### src/rtl/tlb_lookup_stage.sv
// tlb_lookup_stage
//
// Pipeline stage in front of the data-cache stage. It registers the ALU-stage
// result and the memory-op control, translates the address (identity mapping
// for now) and looks the address up in a mirror of the data cache's
// tag/valid/dirty state. On a miss it stalls the pipeline and runs an optional
// write-back of the victim line followed by a fill from main memory. The
// petitionFromTlb / lineIdFromTlb / writeEnableFromTlb strobes tell the cache
// stage when to drive a line out to memory or to capture a line from memory.
//
// Ports
//   clk, reset                 clock, synchronous active-high reset
//   enable_tlb                 pipeline-register enable from the hazard unit
//   alu_result                 virtual address (memory ops) or ALU result
//   destReg_addr_input, we_input, bp_input, dataReg_input,
//   ldSt_enable_input (bit1 load, bit0 store), word_access_input
//                              fields captured by the pipeline register
//   tlb_result ... word_access_from_tlb
//                              registered fields to the cache stage
//   petitionFromTlb, lineIdFromTlb, writeEnableFromTlb
//                              line transfer strobes to the data cache
//   mem_req, mem_we, mem_addr  line request to main memory (held until ready)
//   mem_ready                  one-cycle completion pulse from memory
//   stall_pipeline             freezes upstream stages during a miss

module tlb_lookup_stage #(
  parameter int addr_width      = 16,
  parameter int num_cache_lines = 4,
  parameter int offset_bits     = 5,
  localparam int tag_width      = addr_width - offset_bits,
  localparam int line_width     = $clog2(num_cache_lines)
) (
  input  logic                  clk,
  input  logic                  reset,
  input  logic                  enable_tlb,
  input  logic [addr_width-1:0] alu_result,
  input  logic [2:0]            destReg_addr_input,
  input  logic                  we_input,
  input  logic [1:0]            bp_input,
  input  logic [15:0]           dataReg_input,
  input  logic [1:0]            ldSt_enable_input,
  input  logic                  word_access_input,
  output logic [addr_width-1:0] tlb_result,
  output logic [2:0]            destReg_addr_output,
  output logic                  we_output,
  output logic [1:0]            bp_output,
  output logic [15:0]           dataReg_output,
  output logic [1:0]            ldSt_enable_output,
  output logic                  word_access_from_tlb,
  output logic                  petitionFromTlb,
  output logic [line_width-1:0] lineIdFromTlb,
  output logic                  writeEnableFromTlb,
  output logic                  mem_req,
  output logic                  mem_we,
  output logic [addr_width-1:0] mem_addr,
  input  logic                  mem_ready,
  output logic                  stall_pipeline
);

  typedef enum logic [1:0] {
    ST_IDLE,
    ST_WRITEBACK,
    ST_FILL
  } state_t;

  state_t state_reg, state_next;

  // Pipeline register
  logic [addr_width-1:0] addr_reg;
  logic [2:0]            dest_reg;
  logic                  we_reg;
  logic [1:0]            bp_reg;
  logic [15:0]           data_reg;
  logic [1:0]            ldst_reg;
  logic                  word_reg;

  // Mirror of the data cache's line state
  logic [tag_width-1:0]       tag_reg [num_cache_lines];
  logic [num_cache_lines-1:0] valid_reg;
  logic [num_cache_lines-1:0] dirty_reg;
  logic [line_width-1:0]      victim_reg;
  logic [line_width-1:0]      victim_next;

  logic [tag_width-1:0]       addr_tag;
  logic [num_cache_lines-1:0] hit_vec;
  logic                       hit_any;
  logic [line_width-1:0]      hit_line;
  logic                       mem_op;
  logic                       miss;
  logic                       load_en;
  logic                       store_hit_commit;

  assign addr_tag = addr_reg[addr_width-1:offset_bits];
  assign mem_op   = |ldst_reg;

  genvar gi;
  generate
    for (gi = 0; gi < num_cache_lines; gi++) begin : g_hit
      assign hit_vec[gi] = valid_reg[gi] && (tag_reg[gi] == addr_tag);
    end
  endgenerate

  assign hit_any = |hit_vec;
  assign miss    = mem_op & ~hit_any;

  // At most one line can hold a given tag, so a priority encoder is enough.
  always_comb begin
    hit_line = '0;
    for (int i = num_cache_lines - 1; i >= 0; i--) begin
      if (hit_vec[i]) hit_line = line_width'(i);
    end
  end

  assign stall_pipeline = (state_reg != ST_IDLE) | miss;
  assign load_en        = enable_tlb & ~stall_pipeline;

  // A store that hits only marks its line dirty once it actually advances to
  // the cache stage; a held store must not dirty the line twice or early.
  assign store_hit_commit = (state_reg == ST_IDLE) & ldst_reg[0] & hit_any & load_en;

  assign victim_next = (victim_reg == line_width'(num_cache_lines - 1)) ?
                       '0 : victim_reg + 1'b1;

  // Next-state and memory / cache strobes
  always_comb begin
    state_next         = state_reg;
    mem_req            = 1'b0;
    mem_we             = 1'b0;
    mem_addr           = '0;
    petitionFromTlb    = 1'b0;
    writeEnableFromTlb = 1'b0;
    lineIdFromTlb      = '0;
    case (state_reg)
      ST_IDLE: begin
        if (miss) begin
          if (valid_reg[victim_reg] & dirty_reg[victim_reg]) state_next = ST_WRITEBACK;
          else                                               state_next = ST_FILL;
        end
      end
      ST_WRITEBACK: begin
        // The cache drives the victim line for the whole request so memory
        // sees stable data regardless of its latency.
        mem_req         = 1'b1;
        mem_we          = 1'b1;
        mem_addr        = {tag_reg[victim_reg], {offset_bits{1'b0}}};
        petitionFromTlb = 1'b1;
        lineIdFromTlb   = victim_reg;
        if (mem_ready) state_next = ST_FILL;
      end
      ST_FILL: begin
        mem_req  = 1'b1;
        mem_addr = {addr_tag, {offset_bits{1'b0}}};
        if (mem_ready) begin
          // Fill data is only valid while mem_ready is high.
          petitionFromTlb    = 1'b1;
          writeEnableFromTlb = 1'b1;
          lineIdFromTlb      = victim_reg;
          state_next         = ST_IDLE;
        end
      end
      default: state_next = ST_IDLE;
    endcase
  end

  // FSM state and mirror updates
  always_ff @(posedge clk) begin
    if (reset) begin
      state_reg  <= ST_IDLE;
      valid_reg  <= '0;
      dirty_reg  <= '0;
      victim_reg <= '0;
    end else begin
      state_reg <= state_next;
      case (state_reg)
        ST_IDLE: begin
          if (store_hit_commit) dirty_reg[hit_line] <= 1'b1;
        end
        ST_WRITEBACK: begin
          if (mem_ready) dirty_reg[victim_reg] <= 1'b0;
        end
        ST_FILL: begin
          if (mem_ready) begin
            tag_reg[victim_reg]   <= addr_tag;
            valid_reg[victim_reg] <= 1'b1;
            dirty_reg[victim_reg] <= 1'b0;
            victim_reg            <= victim_next;
          end
        end
        default: ;
      endcase
    end
  end

  // Pipeline register
  always_ff @(posedge clk) begin
    if (reset) begin
      addr_reg <= '0;
      dest_reg <= '0;
      we_reg   <= 1'b0;
      bp_reg   <= '0;
      data_reg <= '0;
      ldst_reg <= '0;
      word_reg <= 1'b0;
    end else if (load_en) begin
      addr_reg <= alu_result;
      dest_reg <= destReg_addr_input;
      we_reg   <= we_input;
      bp_reg   <= bp_input;
      data_reg <= dataReg_input;
      ldst_reg <= ldSt_enable_input;
      word_reg <= word_access_input;
    end
  end

  // Identity translation. While stalled the cache stage sees a bubble: no
  // memory access and no register write-back.
  assign tlb_result           = addr_reg;
  assign destReg_addr_output  = dest_reg;
  assign bp_output            = bp_reg;
  assign dataReg_output       = data_reg;
  assign word_access_from_tlb = word_reg;
  assign we_output            = stall_pipeline ? 1'b0 : we_reg;
  assign ldSt_enable_output   = stall_pipeline ? 2'b00 : ldst_reg;

endmodule

### config.mk
export PLATFORM = sky130hd
export DESIGN_NAME = tlb_lookup_stage
export DESIGN_NICKNAME = d
export VERILOG_FILES = /design/src/rtl/tlb_lookup_stage.sv
export SDC_FILE = /design/constraint.sdc
export NUM_CORES = 1
export LEC_CHECK = 0
export BUFFER_PORTS_ARGS = -buffer_cell sky130_fd_sc_hd__buf_2
export CORE_MARGIN = 10
export CORE_UTILIZATION = 50
export DETAILED_ROUTE_END_ITERATION = 10
export PLACE_DENSITY = 0.77
export SLEW_MARGIN = 20
export SYNTH_ARGS = -nofsm -noshare
export SYNTH_HDL_FRONTEND = slang
export SYNTH_SLANG_ARGS = --single-unit
### constraint.sdc
create_clock -name clk -period 1.8 [get_ports clk]
set_input_delay 0.09 -clock clk [delete_from_list [all_inputs] [get_ports clk]]
set_output_delay 0.09 -clock clk [all_outputs]
set_load 0.02 [all_outputs]
==> summary.md <==
| Metric | Value |
|---|---|
| Mapped cell area | `5100 sq um` |
| Effective utilization at floorplan | `51.7%` |
| Critical path peak fanout | `4` |
| Clk pwr share | `20.2%` |
| Width of the die | `121 um` |
| GP Congestion | `0.990` |
| Post-synthesis mux area share | `13.1%` |
| Hold crit path type | `input port to flop` |
| Share of layout cells above drive strength 1 | `46.6%` |
| Maximum VDD drop | `0.669 mV` |
| Final setup margin | `-0.522 ns` |
| Synth area leader | `edfxtp_1` |
| Hold slack final | `0.132 ns` |
| Clock Skews | `between 0.01 and 0.015 ns` |
| Placed standard-cell area | `6180 sq um` |
| CP cell instances | `xnor2_2 > nand4_1 > or3_4 > nand4_4 > buf_6 > and3_4 > buf_6` |
| CTS buffer count | `9` |
| Clk Latency, worst-skew pair | `0.37 ns` |
| Input/output buffers | `103` |
| Commonest cells after routing, fill and taps aside | `nand2_1, buf_2, buf_4, edfxtp_1, dlygate4sd3_1` |
| Nets | `718` |
| Worst endpoint required time | `1.71 ns` |
| Wire per inst | `21.3 um` |
| Finished Layout Cells | `804` |
| RSZ-0062 raised after global routing | `yes` |
| Critical path's slowest cell | `edfxtp_1` |
| Comb pwr share | `40.8%` |
| Total Routing Usage GR | `between 20% and 30%` |
| Slew Viols, Final | `0` |
| Worst EP arrival | `2.23 ns` |
| Outcome | `finished, violations left` |
| Hpwl dp | `10200 um` |
| Worst Setup Path Type | `flop to primary output` |
| Register area share after synthesis | `47.5%` |
| Most used cell, CP | `buf_6` |
| Leakage | `3.09 nW` |
| Hold Fails Final Rpt | `0` |
| Clock Pin Slew Worst Setup and Hold Paths | `0.10 ns` |
| Ys async rst share | `0%` |
| Cell variety after synth | `51` |
| Post-synthesis simple-gate area fraction | `15.4%` |
| Top-area cell type share of the netlist area | `25.9%` |
| Syn Inst Count | `459` |
| Critical Path Source Type | `flop` |
| Syn-to-layout area delta | `45.7%` |
| YS warnings | `0` |
| Minimum clock period | `2.32 ns` |
| Rows | `36` |
| Slew HR | `between 60 and 70%` |
| Total grt overflow | `0` |
| Worst-Margin Slew | `0.562 ns` |
| Final ANT Viol Nets | `0` |
| CTS Sinks | `99` |
| Ys flop type | `dfxtp_1` |
| TritonCTS clock tree | `done` |
| Worst path max stage delay | `0.46 ns` |
| Setup violations, final | `62` |
| Number of global-route vias before repair | `4673` |
| CP delay by family, top | `simple AND/OR/NAND/NOR gates` |
| Fin crit share | `129%` |
| Sw frac | `36.2%` |
| Via count | `4588` |
| Maximum clock frequency | `431 MHz` |
| Global-route wire length before repair | `25000 um` |
| First-pass DRT Iterations | `6` |
| Switching power | `roughly 0.0028 W` |
| Max reg flops | `44` |
| CP endpoint kind | `primary output` |
| Initial antenna violation count | `1` |
| Yosys reg bits | `99` |
| Die area | `about 15000 sq um` |
| Io pins | `109` |
| Dpl cells | `716` |
| Adder-cell share of the synthesized area | `1.96%` |
| Synth Area in Compound Gates | `under 10%` |
| Largest net degree at the start of global routing | `71` |
| # DRC | `0` |
| Max Cap Violations | `0` |
| CP Buf/Inv Count | `2` |
| Sequential fraction of design power | `39.0%` |
| Avg Synthesized Cell Area | `11.1 sq um` |
| EDFF count, synth | `44` |
| Post-synthesis xor/xnor area fraction | `8.00%` |
| CTS H-tree depth | `3` |
| Largest family of logic cells by synthesized area | `simple AND/OR/NAND/NOR gates` |
| Core ar. | `9860 sq um` |
| Cell internal pwr | `between 0.004 and 0.005 W` |
| Die H | `121 um` |
| 1st-iter DRT viols | `402` |
| Clock Tree Buf Depth | `2` |
| Failing checks | `negative setup slack` |
| Total power | `roughly 0.0077 W` |
| Power density over cell area | `1030 nW/um^2` |
| Drt via density | `5.71` |
| CTS root buf | `clkbuf_8` |
| Fin area | `7430 sq um` |
| Synth area leaders | `edfxtp_1, dfxtp_1, mux2i_1` |
| Final WL | `17100 um` |
metrics by stage:
stage / setup TNS, ns / utilization (%) / setup slack [ns]
floorplan: -6.86 / - / -0.168
global placement: -13.99 / 62.7 / -0.332
detailed placement: -15.46 / 62.7 / -0.382
CTS: -17.60 / 73.4 / -0.415
global route: -26.95 / 75.3 / -0.597
finish: -22.89 / 75.3 / -0.522
Yosys cell counts, types with 3 or more instances:
library cell	number
dlygate4sd1_1	5
ha_1	8
clkbuf_1	5
and3_1	4
o21ai_0	7
buf_6	12
a22oi_1	11
nor2_1	17
nand4_1	22
xnor2_2	3
nand3_1	3
nor3_1	9
buf_12	4
a21o_1	4
mux2i_1	41
or3_4	3
buf_4	7
a21oi_1	5
edfxtp_1	44
mux4_2	11
buf_2	3
inv_1	8
dfxtp_1	55
xnor2_1	41
nand2_1	93
worst paths after layout:
kind                                         from                                  end  slack [ns]  cells after the start
setup / recovery          tag_reg[0][9]$_DFFE_PP_                ldSt_enable_output[1]       -0.52                      7
hold / removal                          mem_ready                                 flop        0.13                      4
setup reg to reg          tag_reg[0][9]$_DFFE_PP_  destReg_addr_output[1]$_SDFFE_PP0P_       -0.51                      9
hold reg to reg   dataReg_output[11]$_SDFFE_PP0P_      dataReg_output[11]$_SDFFE_PP0P_        0.46                      2
area by class of cell:
type	instances	area [sq um]
Inverter	9	38.8
Clock inverter	5	57.6
Fill cell	589	2430
Tap cell	133	166
Sequential cell	99	2470
Timing Repair Buffer	228	1780
Multi-Input combinational cell	318	2760
Antenna cell	1	2.50
Clock buffer	11	153
worst register-to-register path, stage by stage, from the launching register on:
cell	delay, ns
edfxtp_1	0.46
xnor2_2	0.26
nand4_1	0.17
or3_4	0.45
nand4_4	0.11
buf_6	0.10
o211a_4	0.24
buf_12	0.13
buf_16	0.12
mux2i_1	0.20
power by group through the flow:
stage               sequential (W)  combinational (W)  clock (W)
floorplan                  0.00306            0.00168          0
global placement           0.00295            0.00245          0
detailed placement         0.00297            0.00251          0
CTS                        0.00295            0.00294    0.00154
global route               0.00302            0.00329    0.00163
finish                     0.00299            0.00313    0.00155
cell families after synthesis:
family,after synthesis
multiplexers,53
AO/OA/AOI/OAI,43
adder cells (fa/ha/maj),8
other,1
buffers and inverters,46
flip-flops,99
AND/OR/NAND/NOR,165
XOR/XNOR,44
layer usage:
layer / vias up / routed length (um) / share of wire, % / track usage [%]
li1: 2034 / - / - / -
met1: 2210 / 6030 / 35 / 23.7
met2: 271 / 8640 / 51 / 38.8
met3: 73 / 1610 / 9.4 / 5.54
met4: 0 / 816 / 4.8 / 10.6
met5: - / 0 / 0 / 0
timing repair:
action | 4_1_cts | 5_1_grt
cloned | 3 | 0
hold buffers | 42 | 0
pin swaps | 23 | 26
gates resized for setup | 55 | 33
setup buffers | 15 | 14
hold endpoints to repair | 42 | 0
setup endpoints to repair | 65 | 64
(Power assumes the default switching activity.)
